**src/rtl/misc_pkg.sv**
```systemverilog
// Shared pipeline definitions: datapath widths, ALU opcodes and the ID/EX record.
// The execute stage and the branch unit both import this package.
package misc_pkg;

  localparam int XLEN   = 16;
  localparam int RIDX_W = 4;

  localparam logic [2:0] ALU_ADD = 3'b000;
  localparam logic [2:0] ALU_SUB = 3'b001;
  localparam logic [2:0] ALU_AND = 3'b010;
  localparam logic [2:0] ALU_OR  = 3'b011;
  localparam logic [2:0] ALU_XOR = 3'b100;
  localparam logic [2:0] ALU_SLL = 3'b101;
  localparam logic [2:0] ALU_SRL = 3'b110;
  localparam logic [2:0] ALU_SLT = 3'b111;

  typedef struct packed {
    logic              valid;
    logic              reg_write;
    logic              alu_src;
    logic [2:0]        alu_op;
    logic              mem_write;
    logic              mem_read;
    logic              reg_store;
    logic [XLEN-1:0]   opcp2;
    logic [XLEN-1:0]   rs1_val;
    logic [XLEN-1:0]   rs2_val;
    logic [RIDX_W-1:0] rs1_idx;
    logic [RIDX_W-1:0] rs2_idx;
    logic [RIDX_W-1:0] rd_idx;
    logic [XLEN-1:0]   imm;
  } idex_t;

  // A bubble carries no valid bit and no side-effecting control bits.
  localparam idex_t IDEX_BUBBLE = '0;

endpackage

```
**src/rtl/execute_stage_alu16.sv**
```systemverilog
// 16-bit, 8-operation combinational ALU; shared with the branch unit.
module alu16
  import misc_pkg::*;
(
  input  logic [XLEN-1:0] a,
  input  logic [XLEN-1:0] b,
  input  logic [2:0]      op,
  output logic [XLEN-1:0] y
);

  always_comb begin
    y = '0;
    case (op)
      ALU_ADD: y = a + b;
      ALU_SUB: y = a - b;
      ALU_AND: y = a & b;
      ALU_OR:  y = a | b;
      ALU_XOR: y = a ^ b;
      ALU_SLL: y = a << b[3:0];
      ALU_SRL: y = a >> b[3:0];
      ALU_SLT: y = {{(XLEN-1){1'b0}}, ($signed(a) < $signed(b))};
      default: y = '0;
    endcase
  end

endmodule

```
**src/rtl/execute_stage.sv**
```systemverilog
// Execute stage: ID/EX register, forwarding muxes, load-use detection, ALU and
// the EX/MEM register feeding the Memory stage.
module execute_stage
  import misc_pkg::*;
(
  input  logic              clk,
  input  logic              reset,
  input  logic              id_valid,
  input  logic              id_reg_write,
  input  logic              id_alu_src,
  input  logic [2:0]        id_alu_op,
  input  logic              id_mem_write,
  input  logic              id_mem_read,
  input  logic              id_reg_store,
  input  logic [XLEN-1:0]   id_opcp2,
  input  logic [XLEN-1:0]   id_rs1_val,
  input  logic [XLEN-1:0]   id_rs2_val,
  input  logic [RIDX_W-1:0] id_rs1_idx,
  input  logic [RIDX_W-1:0] id_rs2_idx,
  input  logic [RIDX_W-1:0] id_rd_idx,
  input  logic [XLEN-1:0]   id_imm,
  input  logic              flush,
  input  logic              mem_stall,
  input  logic              wb_rf_write,
  input  logic [RIDX_W-1:0] wb_addr,
  input  logic [XLEN-1:0]   wb_data,
  output logic              hazard_stall,
  output logic              ex_valid,
  output logic [XLEN-1:0]   ex_alu_result,
  output logic [XLEN-1:0]   ex_store_data,
  output logic [RIDX_W-1:0] ex_rd_idx,
  output logic              ex_reg_write,
  output logic              ex_mem_write,
  output logic              ex_mem_read,
  output logic [XLEN-1:0]   ex_opcp2
);

  idex_t idex_reg;
  idex_t idex_next;

  logic [RIDX_W-1:0] src_idx [2];
  logic [XLEN-1:0]   src_val [2];
  logic [XLEN-1:0]   fwd_val [2];
  logic [XLEN-1:0]   alu_b;
  logic [XLEN-1:0]   alu_y;
  logic [XLEN-1:0]   result_next;

  always_comb begin
    idex_next           = IDEX_BUBBLE;
    idex_next.valid     = id_valid;
    idex_next.reg_write = id_reg_write;
    idex_next.alu_src   = id_alu_src;
    idex_next.alu_op    = id_alu_op;
    idex_next.mem_write = id_mem_write;
    idex_next.mem_read  = id_mem_read;
    idex_next.reg_store = id_reg_store;
    idex_next.opcp2     = id_opcp2;
    idex_next.rs1_val   = id_rs1_val;
    idex_next.rs2_val   = id_rs2_val;
    idex_next.rs1_idx   = id_rs1_idx;
    idex_next.rs2_idx   = id_rs2_idx;
    idex_next.rd_idx    = id_rd_idx;
    idex_next.imm       = id_imm;
  end

  assign src_idx[0] = idex_reg.rs1_idx;
  assign src_idx[1] = idex_reg.rs2_idx;
  assign src_val[0] = idex_reg.rs1_val;
  assign src_val[1] = idex_reg.rs2_val;

  // A load sitting in EX/MEM has no data yet, so it is skipped by the first rule.
  generate
    for (genvar gi = 0; gi < 2; gi++) begin : g_fwd
      always_comb begin
        fwd_val[gi] = src_val[gi];
        if (src_idx[gi] == '0)
          fwd_val[gi] = '0;
        else if (ex_valid && ex_reg_write && !ex_mem_read && (ex_rd_idx == src_idx[gi]))
          fwd_val[gi] = ex_alu_result;
        else if (wb_rf_write && (wb_addr == src_idx[gi]))
          fwd_val[gi] = wb_data;
      end
    end
  endgenerate

  assign hazard_stall = idex_reg.valid && idex_reg.mem_read && idex_reg.reg_write &&
                        (idex_reg.rd_idx != '0) && id_valid &&
                        ((id_rs1_idx == idex_reg.rd_idx) || (id_rs2_idx == idex_reg.rd_idx));

  assign alu_b = idex_reg.alu_src ? idex_reg.imm : fwd_val[1];

  alu16 u_alu (
    .a  (fwd_val[0]),
    .b  (alu_b),
    .op (idex_reg.alu_op),
    .y  (alu_y)
  );

  assign result_next = idex_reg.reg_store ? idex_reg.opcp2 : alu_y;

  always_ff @(posedge clk) begin
    if (reset) begin
      idex_reg      <= IDEX_BUBBLE;
      ex_valid      <= 1'b0;
      ex_alu_result <= '0;
      ex_store_data <= '0;
      ex_rd_idx     <= '0;
      ex_reg_write  <= 1'b0;
      ex_mem_write  <= 1'b0;
      ex_mem_read   <= 1'b0;
      ex_opcp2      <= '0;
    end else if (!mem_stall) begin
      ex_valid      <= idex_reg.valid;
      ex_alu_result <= result_next;
      ex_store_data <= fwd_val[1];
      ex_rd_idx     <= idex_reg.rd_idx;
      ex_reg_write  <= idex_reg.valid & idex_reg.reg_write;
      ex_mem_write  <= idex_reg.valid & idex_reg.mem_write;
      ex_mem_read   <= idex_reg.valid & idex_reg.mem_read;
      ex_opcp2      <= idex_reg.opcp2;
      // Flush and load-use both squash the incoming instruction into a bubble.
      if (flush || hazard_stall)
        idex_reg <= IDEX_BUBBLE;
      else
        idex_reg <= idex_next;
    end
  end

endmodule

```
**config.mk**
```make
export PLATFORM = sky130hd
export DESIGN_NAME = execute_stage
export DESIGN_NICKNAME = d
export VERILOG_FILES = /design/src/rtl/misc_pkg.sv /design/src/rtl/execute_stage_alu16.sv /design/src/rtl/execute_stage.sv
export SDC_FILE = /design/constraint.sdc
export NUM_CORES = 1
export LEC_CHECK = 0
export ABC_AREA = 0
export CORE_UTILIZATION = 45
export CTS_CLUSTER_DIAMETER = 40
export DETAILED_ROUTE_END_ITERATION = 8
export PLACE_DENSITY = 0.8
export SLEW_MARGIN = 20
export SYNTH_ARGS = -nofsm -noshare
export SYNTH_HDL_FRONTEND = slang
export SYNTH_SLANG_ARGS = --single-unit
```
**constraint.sdc**
```tcl
create_clock -name clk -period 13.7 [get_ports clk]
set_input_delay 2.055 -clock clk [delete_from_list [all_inputs] [get_ports clk]]
set_output_delay 2.055 -clock clk [all_outputs]
set_load 0.01 [all_outputs]
```
==> results of run 1 <==
[layer usage]
layer / routed length [um] / part of all wire (%) / vias up
met5: 0 / 0 / -
met4: 1510 / 4.1 / 0
met3: 4110 / 11 / 88
met2: 16300 / 44 / 654
met1: 15200 / 41 / 4982
li1: - / - / 4931
[through the flow]
stage / hold WS, ps / setup slack, ps
2_1_floorplan: 475 / 7780
3_3_place_gp: 478 / 6090
3_5_place_dp: 490 / 5990
4_1_cts: 504 / 6420
5_1_grt: 523 / 5960
6_report: 496 / 6230
[power by group through the flow]
stage / clock [mW] / sequential, mW / combinational, mW
global route: 0.474 / 0.442 / 0.241
CTS: 0.457 / 0.441 / 0.220
global placement: 0 / 0.450 / 0.217
finish: 0.453 / 0.441 / 0.224
floorplan: 0 / 0.445 / 0.134
detailed placement: 0 / 0.450 / 0.219
[critical path, stage by stage]
cell and delay [ps]:
clkdlybuf4s50_1 450, xor2_1 180, nor4_4 930, a21boi_1 340, o31a_4 510, nor2_1 280
inv_1 130, ha_1 240, fa_1 470, nor2b_1 120, o21ai_0 110, a21boi_0 350
o22ai_1 160, o21ai_0 300, a31oi_1 220, o311ai_0 470, a21oi_1 130, a31oi_1 170
a211oi_1 90
[cell usage after synthesis, types with 4 or more instances]
library cell / instances / area share, %
nor2_1: 196 / 7.4
dfxtp_1: 141 / 28
a22oi_1: 92 / 6.9
nand3_1: 88 / 4.4
a21oi_1: 87 / 4.4
clkbuf_1: 73 / 2.7
nand2_1: 65 / 2.4
inv_1: 59 / 2.2
mux2i_1: 51 / 5.1
ha_1: 49 / 6.1
o21ai_0: 36 / 1.8
xnor2_1: 32 / 2.8
nor3_1: 28 / 1.4
o21ai_1: 25 / 1.3
a31oi_1: 20 / 1.3
o31ai_1: 20 / 1.5
a311oi_1: 15 / 1.3
o211ai_1: 14 / 1.1
buf_2: 12 / 0.60
buf_1: 11 / 0.41
a211oi_1: 10 / 0.75
buf_6: 10 / 1.1
o22ai_1: 10 / 0.63
o221ai_1: 8 / 0.70
xor2_1: 8 / 0.70
nand2b_1: 7 / 0.44
o21ai_2: 7 / 0.61
or3_1: 7 / 0.44
a31oi_2: 6 / 0.75
nor2b_1: 6 / 0.38
a211oi_2: 5 / 0.63
a221oi_1: 5 / 0.44
a221oi_2: 5 / 0.75
nor4_1: 5 / 0.31
nand4_1: 4 / 0.25
[kinds of logic after synthesis]
family / share of synthesized area, %
muxes: 5.34
xor gates and xnor gates: 3.51
AOI/OAI and AO/OA: 29.5
adders and majority gates: 6.54
and+or+nand+nor: 19.5
buffers and inverters: 7.36
DFF: 28.3
[final cells by class]
class	instances	area, sq um
Fill cell	2072	9550
Multi-Input combinational cell	988	6430
Sequential cell	141	2820
Timing Repair Buffer	184	1800
Clock buffer	18	439
Tap cell	280	350
Inverter	63	241
Clock inverter	14	124
[worst paths after layout]
path,from,end,cells after the start
min reg2reg,ex_opcp2[6],ex_opcp2[6],2
max reg2reg,idex_reg[22],ex_alu_result[14],18
min,ex_opcp2[6],ex_opcp2[6],2
max,wb_addr[2],ex_alu_result[14],19
==> qor.csv, run 1 <==
stage,metric,value,unit
synthesis,synthCells,1299,
final_layout,area_delta_synth_final,22.3,%
placement,placed_area,11600,sq um
floorplanning,die_w,151,um
synthesis,ys_seq_area_share,28.3,%
synthesis,synth_seq_cells,141,
global_routing,grt_pass1_wl,56.4,mm
pwr,netSwitchingPower,0.355,mW
worst_setup_path,cp-end-kind,flop,
pwr,comb_power_share,20.0,%
floorplanning,die_y,151,um
outcome,outcome,"complete, no violations",
clock_tree,cts_hold_buf,0,
final_layout,final_cell_mix,"196 x nor2_1, 164 x clkdlybuf4s50_1, 140 x dfxtp_1, 92 x a22oi_1, 88 x nand3_1",
final_layout,diodes,0,
detailed_routing,first_iter_violations,1321,
placement,place.gp.congestion,1.01,
flow_run,cap_viol_max_count,0,
pwr,power.total,1.12,mW
worst_setup_path,worstPathMaxFanout,20,
detailed_routing,viasPerCell,6.31,
placement,port_buffers,166,
worst_hold_path,hp-class,flop to flop,
final_layout,stdcell_count,1688,
global_routing,grt_pass1_vias,9694,
synthesis,synthFlopType,dfxtp_1,
synthesis,synth_async_sr_flop_share,0,%
synthesis,yosysWarnings,0,
detailed_routing,ant_nets,0,
timing,tightest_slew,1120,ps
pwr,p_sw_share,31.8,%
detailed_routing,vias,10700,
pwr,leakage,4.62,nW
timing,period_needed,7470,ps
clock_tree,clock_latency,430,ps
worst_setup_path,crit_arrival,7730,ps
global_routing,use_met3,7.14,%
clock_tree,cts_tree,built,
pwr,pwr-share-seq,39.5,%
detailed_routing,post-route-drc-count,0,
timing,fin_tns_setup,0,ps
global_routing,grt_overflow,0,
timing,max_freq,134,MHz
synthesis,synth_edf_count,0,
pwr,internal_power,0.763,mW
clock_tree,cts_resized,0,
global_routing,grt.met2_usage,49.2,%
detailed_routing,wire_per_inst,22.0,um
synthesis,synthDistinctLibCells,85,
worst_setup_path,cp-start-kind,input port,
global_routing,grtUsageMet1,44.8,%
synthesis,netlist_area,9980,sq um
clock_tree,cts_setup_buffers,0,
pwr,ir_drop,0.0713,mV
detailed_routing,wl,37.2,mm
clock_tree,cts_buffer_depth,2,
pwr,p_clk_share,40.5,%
synthesis,synth_nets,1460,
floorplanning,initial_core_util,45.9,%
floorplanning,num_rows,54,
floorplanning,ioPinCount,167,
timing,final.period_utilization,54.5,%
clock_tree,path_clk_slew,70,ps
placement,hpwl,27.5,mm
global_routing,track_usage,32.7,%
timing,maxSlewHeadroom,25.0,%
worst_setup_path,rrSetupSlack,7910,ps
global_routing,grt_max_degree,93,
final_layout,final_common_cell,nor2_1,
final_layout,fin_area,12200,sq um
floorplanning,dieArea,22800,sq um
timing,hold_viol,0,
timing,rsz0062_at_grt,false,
synthesis,synth_area_per_cell,7.69,sq um
final_layout,nNetsFinal,1556,
final_layout,utilization,56.1,%
detailed_routing,drtPass1Iterations,6,
pwr,power_density,91.6,nW/um^2
floorplanning,fp.coreArea,21800,sq um
clock_tree,htreeDepth,4,
timing,skew,16.8,ps
global_routing,busiest_layer,met2,
final_layout,layout-drive-gt1-share,7.53,%
worst_setup_path,worstSetupPathType,input port to flop,
clock_tree,root_buffer,clkbuf_16,
global_routing,antenna_found_initial,0,
timing,finalMaxSlewViolations,0,
timing,finalSetupViolCount,0,
worst_setup_path,crit_required,13960,ps
clock_tree,cts.sinks,141,
clock_tree,cts-buffers-inserted,17,
placement,placedCellCount,1656,
final_layout,largest_reg_flops,85,
(Power assumes the default switching activity.)
==> run 2, diff against run 1 <==
--- a/config.mk
+++ b/config.mk
@@ -9,7 +9,7 @@
 export CORE_UTILIZATION = 45
 export CTS_CLUSTER_DIAMETER = 40
 export DETAILED_ROUTE_END_ITERATION = 8
-export PLACE_DENSITY = 0.8
+export PLACE_DENSITY = 0.83
 export SLEW_MARGIN = 20
 export SYNTH_ARGS = -nofsm -noshare
 export SYNTH_HDL_FRONTEND = slang
==> constraint.sdc (replaced) <==
create_clock -name clk -period 6.8 [get_ports clk]
set_input_delay 1.02 -clock clk [delete_from_list [all_inputs] [get_ports clk]]
set_output_delay 1.02 -clock clk [all_outputs]
set_load 0.01 [all_outputs]
==> run 2 against run 1 <==
  * Worst setup slack lost 5300 ps
  * Critical path depth grew 1
  * Count of clock-buffer cells in the layout shrank 1
  * Hold slack gained 1.6 ps
  * Clock skew grew 8.6 ps
  * Wire length grew 6.2%
  * Die area is the same
  * Core utilization grew 0.28 points
  * First-iteration DRC count grew 15%
  * Sequential share of layout area shrank 0.12 points
  * Critical path type unchanged
  * Largest cell class unchanged
==> qor.csv, run 2 (synthesis gave the netlist of run 1 again) <==
stage,metric,value,unit,change
worst_setup_path,worstPathMaxFanout,20,,unchanged
pwr,netSwitchingPower,0.743,mW,was 0.355 mW
global_routing,antenna_found_initial,1,,was 0
final_layout,area_delta_synth_final,22.9,%,was 22.3%
timing,final.period_utilization,85.9,%,
timing,finalMaxSlewViolations,0,,unchanged
timing,max_freq,171,MHz,
flow_run,cap_viol_max_count,0,,unchanged
pwr,pwr-share-seq,39.2,%,was 39.5%
detailed_routing,first_iter_violations,1514,,was 1321
pwr,ir_drop,0.135,mV,was 0.0713 mV
pwr,power.total,2.28,mW,was 1.12 mW
final_layout,final_common_cell,nor2_1,,unchanged
placement,place.gp.congestion,1.03,,was 1.01
timing,skew,25.3,ps,was 16.8 ps
detailed_routing,wl,39.5,mm,was 37.2 mm
detailed_routing,viasPerCell,6.40,,was 6.31
global_routing,grt_overflow,0,,unchanged
detailed_routing,wire_per_inst,23.3,um,was 22.0 um
pwr,comb_power_share,20.2,%,was 20.0%
detailed_routing,vias,10800,,was 10.7k
clock_tree,cts_hold_buf,0,,unchanged
detailed_routing,drtPass1Iterations,8,,was 6
floorplanning,num_rows,54,,unchanged
final_layout,diodes,0,,unchanged
global_routing,track_usage,34.9,%,was 32.7%
detailed_routing,post-route-drc-count,0,,unchanged
clock_tree,clock_latency,440,ps,was 430 ps
final_layout,n_fill_cell,2060,,was 2072
placement,hpwl,29.6,mm,was 27.5 mm
placement,port_buffers,166,,unchanged
floorplanning,die_y,151,um,unchanged
final_layout,layout-drive-gt1-share,7.92,%,was 7.53%
global_routing,grt_pass1_vias,10100,,was 9694
timing,tightest_slew,1090,ps,was 1120 ps
floorplanning,die_w,151,um,unchanged
clock_tree,cts.sinks,141,,unchanged
final_layout,multi_input_area,6440,sq um,was 6430 sq um
clock_tree,cts_tree,built,,unchanged
pwr,power_density,186,nW/um^2,was 91.6 nW/um^2
global_routing,grt_pass1_wl,59.6,mm,was 56.4 mm
floorplanning,initial_core_util,45.9,%,unchanged
clock_tree,htreeDepth,4,,unchanged
floorplanning,ioPinCount,167,,unchanged
detailed_routing,ant_nets,0,,unchanged
timing,fin_tns_setup,0,ps,unchanged
clock_tree,cts-buffers-inserted,17,,unchanged
final_layout,nNetsFinal,1563,,was 1556
outcome,outcome,"complete, no violations",,unchanged
timing,finalSetupViolCount,0,,unchanged
final_layout,final_cell_mix,"196 x nor2_1, 164 x clkdlybuf4s50_1, 140 x dfxtp_1, 92 x a22oi_1, 88 x nand3_1",,unchanged
clock_tree,cts_buffer_depth,2,,unchanged
timing,rsz0062_at_grt,false,,unchanged
floorplanning,dieArea,22800,sq um,unchanged
timing,maxSlewHeadroom,25.6,%,was 25.0%
worst_setup_path,cp-end-kind,flop,,unchanged
worst_hold_path,hp-class,flop to flop,,unchanged
worst_setup_path,crit_required,7070,ps,was 13960 ps
worst_setup_path,crit_arrival,6110,ps,was 7730 ps
pwr,internal_power,1.53,mW,was 0.763 mW
clock_tree,cts_resized,0,,unchanged
timing,hold_viol,0,,unchanged
clock_tree,root_buffer,clkbuf_16,,unchanged
clock_tree,cts_setup_buffers,0,,unchanged
global_routing,grt_max_degree,93,,unchanged
pwr,p_sw_share,32.6,%,was 31.8%
worst_setup_path,cp-start-kind,input port,,unchanged
pwr,p_clk_share,40.7,%,was 40.5%
final_layout,ff_latch_area,2820,sq um,unchanged
timing,period_needed,5840,ps,
pwr,leakage,4.66,nW,was 4.62 nW
floorplanning,fp.coreArea,21800,sq um,unchanged
clock_tree,path_clk_slew,80,ps,was 70 ps
final_layout,largest_reg_flops,85,,unchanged
worst_setup_path,worstSetupPathType,input port to flop,,unchanged
run 2: final timing paths:
path	start	slack [ps]	cells after the start	to
setup / recovery	wb_addr[2]	960	20	ex_alu_result[14]
hold / removal	ex_mem_write	500	2	ex_mem_write
setup reg to reg	ex_mem_read	1330	15	ex_alu_result[14]
hold reg to reg	ex_mem_write	500	2	ex_mem_write
run 2: metrics by stage:
| stage | area (sq um) | setup WS (ps) | instances | hold slack [ps] | util, % |
|---|---|---|---|---|---|
| global route | 12300 | 599 | 1695 | 527 | 56.4 |
| CTS | 12300 | 1090 | 1695 | 506 | 56.4 |
| floorplan | 9980 | 1910 | 1299 | 475 | - |
| detailed placement | 11700 | 652 | 1663 | 486 | 53.8 |
| finish | 12300 | 958 | 1695 | 498 | 56.4 |
| global placement | 11700 | 848 | 1663 | 473 | 53.8 |
run 2: cell type report:
class	instances	share of cell area, %
Tap cell	280	2.86
Sequential cell	141	23.0
Multi-Input combinational cell	988	52.5
Inverter	63	1.97
Clock buffer	17	3.47
Clock inverter	15	1.15
Timing Repair Buffer	191	15.1
run 2: layer usage:
layer	track usage, %	part of all wire [%]
met5	0	0.033
met2	53.2	44
met3	6.08	9.9
met4	18.3	5.3
met1	47.0	41
run 2: critical path: stages:
cell and delay, ps:
clkdlybuf4s50_1 460, xor2_1 200, nor4_4 300, buf_4 290, a21boi_1 190, o31a_4 480
nor2_1 260, inv_1 130, ha_1 240, fa_1 480, nor2b_1 130, o21ai_0 100
a21boi_0 330, o22ai_1 160, o21ai_0 280, a31oi_1 210, o311ai_0 470, a21oi_1 130
a31oi_1 160, a211oi_1 90
run 2: power by group through the flow:
| stage | sequential, mW | combinational [mW] | clock (mW) |
|---|---|---|---|
| floorplan | 0.897 | 0.269 | 0 |
| global placement | 0.909 | 0.442 | 0 |
| detailed placement | 0.909 | 0.445 | 0 |
| CTS | 0.891 | 0.448 | 0.932 |
| global route | 0.894 | 0.490 | 0.965 |
| finish | 0.892 | 0.459 | 0.926 |
==> run 3, diff against run 2 <==
--- a/config.mk
+++ b/config.mk
@@ -9,7 +9,7 @@
 export CORE_UTILIZATION = 45
 export CTS_CLUSTER_DIAMETER = 40
 export DETAILED_ROUTE_END_ITERATION = 8
-export PLACE_DENSITY = 0.83
+export PLACE_DENSITY = 0.72
 export SLEW_MARGIN = 20
 export SYNTH_ARGS = -nofsm -noshare
 export SYNTH_HDL_FRONTEND = slang
==> run 3 against run 2 <==
  * Clock skew shrank 8.9 ps
  * Non-clock buffer count down 2
  * Critical path depth stayed put
  * Final area is essentially flat
  * Register-to-register slack improved by 40 ps
  * Count of clock-buffer cells in the layout unchanged
  * Hold slack barely moved
  * Largest cell class unchanged
  * Cell count is essentially flat
  * Die area did not move
  * Largest power group unchanged
  * Global-route usage down 1.4 points
  * Worst setup slack gained 42 ps
==> qor.csv, run 3 (synthesis gave the netlist of run 1 again) <==
stage,metric,value,unit,change
outcome,outcome,"complete, no violations",,unchanged
global_routing,antenna_found_initial,1,,unchanged
timing,final.period_utilization,85.3,%,was 85.9%
flow_run,cap_viol_max_count,0,,unchanged
worst_setup_path,cpMaxStageDelayCell,o31a_4,,unchanged
global_routing,grt_overflow,0,,unchanged
clock_tree,cts_setup_buffers,0,,unchanged
pwr,comb_power_share,19.8,%,was 20.2%
timing,finalSetupViolCount,0,,unchanged
final_layout,area_delta_synth_final,22.9,%,about the same
pwr,netSwitchingPower,0.741,mW,was 0.743 mW
clock_tree,cts_buffer_depth,2,,unchanged
worst_setup_path,crit_family,compound AO/OA/AOI/OAI gates,,unchanged
worst_hold_path,hold_path_end,ex_store_data[3],,was ex_mem_write
final_layout,layout-drive-gt1-share,7.78,%,was 7.92%
worst_setup_path,reg2reg_from,ex_mem_read,,unchanged
detailed_routing,post-route-drc-count,0,,unchanged
floorplanning,num_rows,54,,unchanged
floorplanning,dieArea,22800,sq um,unchanged
clock_tree,path_clk_slew,80,ps,about the same
final_layout,utilization,56.4,%,about the same
timing,maxSlewHeadroom,25.5,%,was 25.6%
detailed_routing,wire_per_inst,22.4,um,was 23.3 um
worst_setup_path,cp_slowest_stage_delay,500,ps,was 480 ps
floorplanning,fp.coreArea,21800,sq um,unchanged
placement,port_buffers,166,,unchanged
final_layout,largest_reg_flops,85,,unchanged
clock_tree,cts_hold_buf,0,,unchanged
floorplanning,ioPinCount,167,,unchanged
global_routing,track_usage,33.6,%,was 34.9%
placement,hpwl,28.1,mm,was 29.6 mm
floorplanning,die_y,151,um,unchanged
placement,placedCellCount,1661,,was 1663
detailed_routing,viasPerCell,6.27,,was 6.40
worst_setup_path,rrSetupSlack,1370,ps,was 1330 ps
clock_tree,cts_tree,built,,unchanged
floorplanning,die_w,151,um,unchanged
timing,tightest_slew,1110,ps,was 1090 ps
detailed_routing,ant_nets,0,,unchanged
worst_setup_path,timing.critical_path.buf_inv,3,,unchanged
worst_hold_path,hold-path-cell-count,2,,unchanged
clock_tree,cts-buffers-inserted,17,,unchanged
pwr,power.total,2.28,mW,about the same
worst_setup_path,crit_chain,"clkdlybuf4s50_1, xor2_1, nor4_4, buf_4, a21boi_1, o31a_4, nor2_1, inv_1, ha_1, fa_1, nor2b_1, o21ai_0, a21boi_0, o22ai_1, o21ai_0, a31oi_1, o311ai_0, a21oi_1, a31oi_1, a211oi_1",,unchanged
global_routing,grt_max_degree,88,,was 93
pwr,p_clk_share,41.2,%,was 40.7%
clock_tree,clock_latency,440,ps,about the same
detailed_routing,wl,38.0,mm,was 39.5 mm
global_routing,grt_pass1_wl,57.7,mm,was 59.6 mm
worst_setup_path,cp-start-kind,input port,,unchanged
worst_hold_path,hp-class,flop to flop,,unchanged
detailed_routing,first_iter_violations,1155,,was 1514
pwr,power_density,186,nW/um^2,about the same
worst_setup_path,worstPathMaxFanout,20,,unchanged
pwr,internal_power,1.54,mW,was 1.53 mW
worst_setup_path,worstSetupPathType,input port to flop,,unchanged
timing,hold_viol,0,,unchanged
clock_tree,cts_resized,0,,unchanged
timing,period_needed,5800,ps,was 5840 ps
timing,rsz0062_at_grt,false,,unchanged
pwr,p_sw_share,32.4,%,was 32.6%
worst_setup_path,rr_worst_depth,16,,was 15
final_layout,stdcell_count,1694,,was 1695
clock_tree,cts.sinks,141,,unchanged
final_layout,nNetsFinal,1561,,was 1563
timing,max_freq,172,MHz,was 171 MHz
timing,fin_tns_setup,0,ps,unchanged
pwr,ir_drop,0.181,mV,was 0.135 mV
final_layout,final_cell_mix,"196 x nor2_1, 164 x clkdlybuf4s50_1, 140 x dfxtp_1, 92 x a22oi_1, 88 x nand3_1",,unchanged
pwr,leakage,4.66,nW,about the same
detailed_routing,vias,10600,,was 10.8k
pwr,pwr-share-seq,38.9,%,was 39.2%
floorplanning,initial_core_util,45.9,%,unchanged
worst_hold_path,min_from,ex_store_data[3],,was ex_mem_write
worst_setup_path,crit_arrival,6090,ps,was 6110 ps
global_routing,grt_pass1_vias,9994,,was 10.1k
clock_tree,htreeDepth,4,,unchanged
detailed_routing,drtPass1Iterations,6,,was 8
placement,place.gp.congestion,1.01,,was 1.03
timing,skew,16.5,ps,was 25.3 ps
timing,finalMaxSlewViolations,0,,unchanged
worst_setup_path,crit_required,7090,ps,was 7070 ps
worst_setup_path,cp-end-kind,flop,,unchanged
worst_setup_path,reg2reg_to,ex_alu_result[14],,unchanged
clock_tree,root_buffer,clkbuf_16,,unchanged
final_layout,final_common_cell,nor2_1,,unchanged
## run 3: cell types whose count changed in the layout (fill, tap and decap cells not counted), sizes merged
| cell | before | now |
|---|---|---|
| buf | 27 | 25 |
| inv | 73 | 74 |
| clkinv | 4 | 3 |
| diode | 0 | 1 |
## run 3: power by group through the flow
| stage | clock, mW | combinational [mW] | sequential, mW |
|---|---|---|---|
| floorplan | 0 | 0.269 | 0.897 |
| global placement | 0 | 0.441 | 0.907 |
| finish | 0.941 | 0.453 | 0.890 |
| global route | 0.986 | 0.487 | 0.892 |
| detailed placement | 0 | 0.442 | 0.907 |
| CTS | 0.949 | 0.445 | 0.888 |
## run 3: final cells by class
class | instances | area [sq um]
Fill cell | 2063 | 9480
Multi-Input combinational cell | 988 | 6430
Sequential cell | 141 | 2820
Timing Repair Buffer | 189 | 1830
Clock buffer | 17 | 425
Tap cell | 280 | 350
Inverter | 63 | 241
Clock inverter | 15 | 165
Antenna cell | 1 | 2.50
## run 3: metal layers
metal / vias to the layer above / GRT usage, % / wire length [um]
li1: 4928 / - / -
met2: 573 / 50.1 / 16700
met1: 5016 / 44.8 / 15800
met3: 104 / 6.99 / 3520
met4: 2 / 18.7 / 1940
met5: - / 0 / 13
## run 3: through the flow
step	area [sq um]	worst slack (ps)	hold slack (ps)
final	12300	1000	498
after global routing	12300	539	518
after floorplan	9980	1910	475
after global placement	11700	774	478
after detailed placement	11700	660	482
after CTS	12300	1070	497
## run 3: worst max path at each step
stage          startpoint                 to  cells past startpoint
2_1_floorplan  wb_addr[2]  ex_alu_result[14]                     21
5_1_grt        wb_addr[2]  ex_alu_result[14]                     20
3_5_place_dp   wb_addr[2]  ex_alu_result[14]                     20
4_1_cts        wb_addr[2]  ex_alu_result[14]                     20
6_report       wb_addr[2]  ex_alu_result[14]                     20
3_3_place_gp   wb_addr[2]  ex_alu_result[14]                     20
## run 3: worst register-to-register path, cell delays in order, from the launching register on
cell and delay, ps:
dfxtp_1 340, nand3b_1 720, or2_1 740, a31oi_1 500, inv_1 190, ha_1 290
fa_1 470, nor2b_1 120, o21ai_0 90, a21boi_0 290, o22ai_1 160, o21ai_0 330
a31oi_1 210, o311ai_0 440, a21oi_1 130, a31oi_1 170, a211oi_1 90
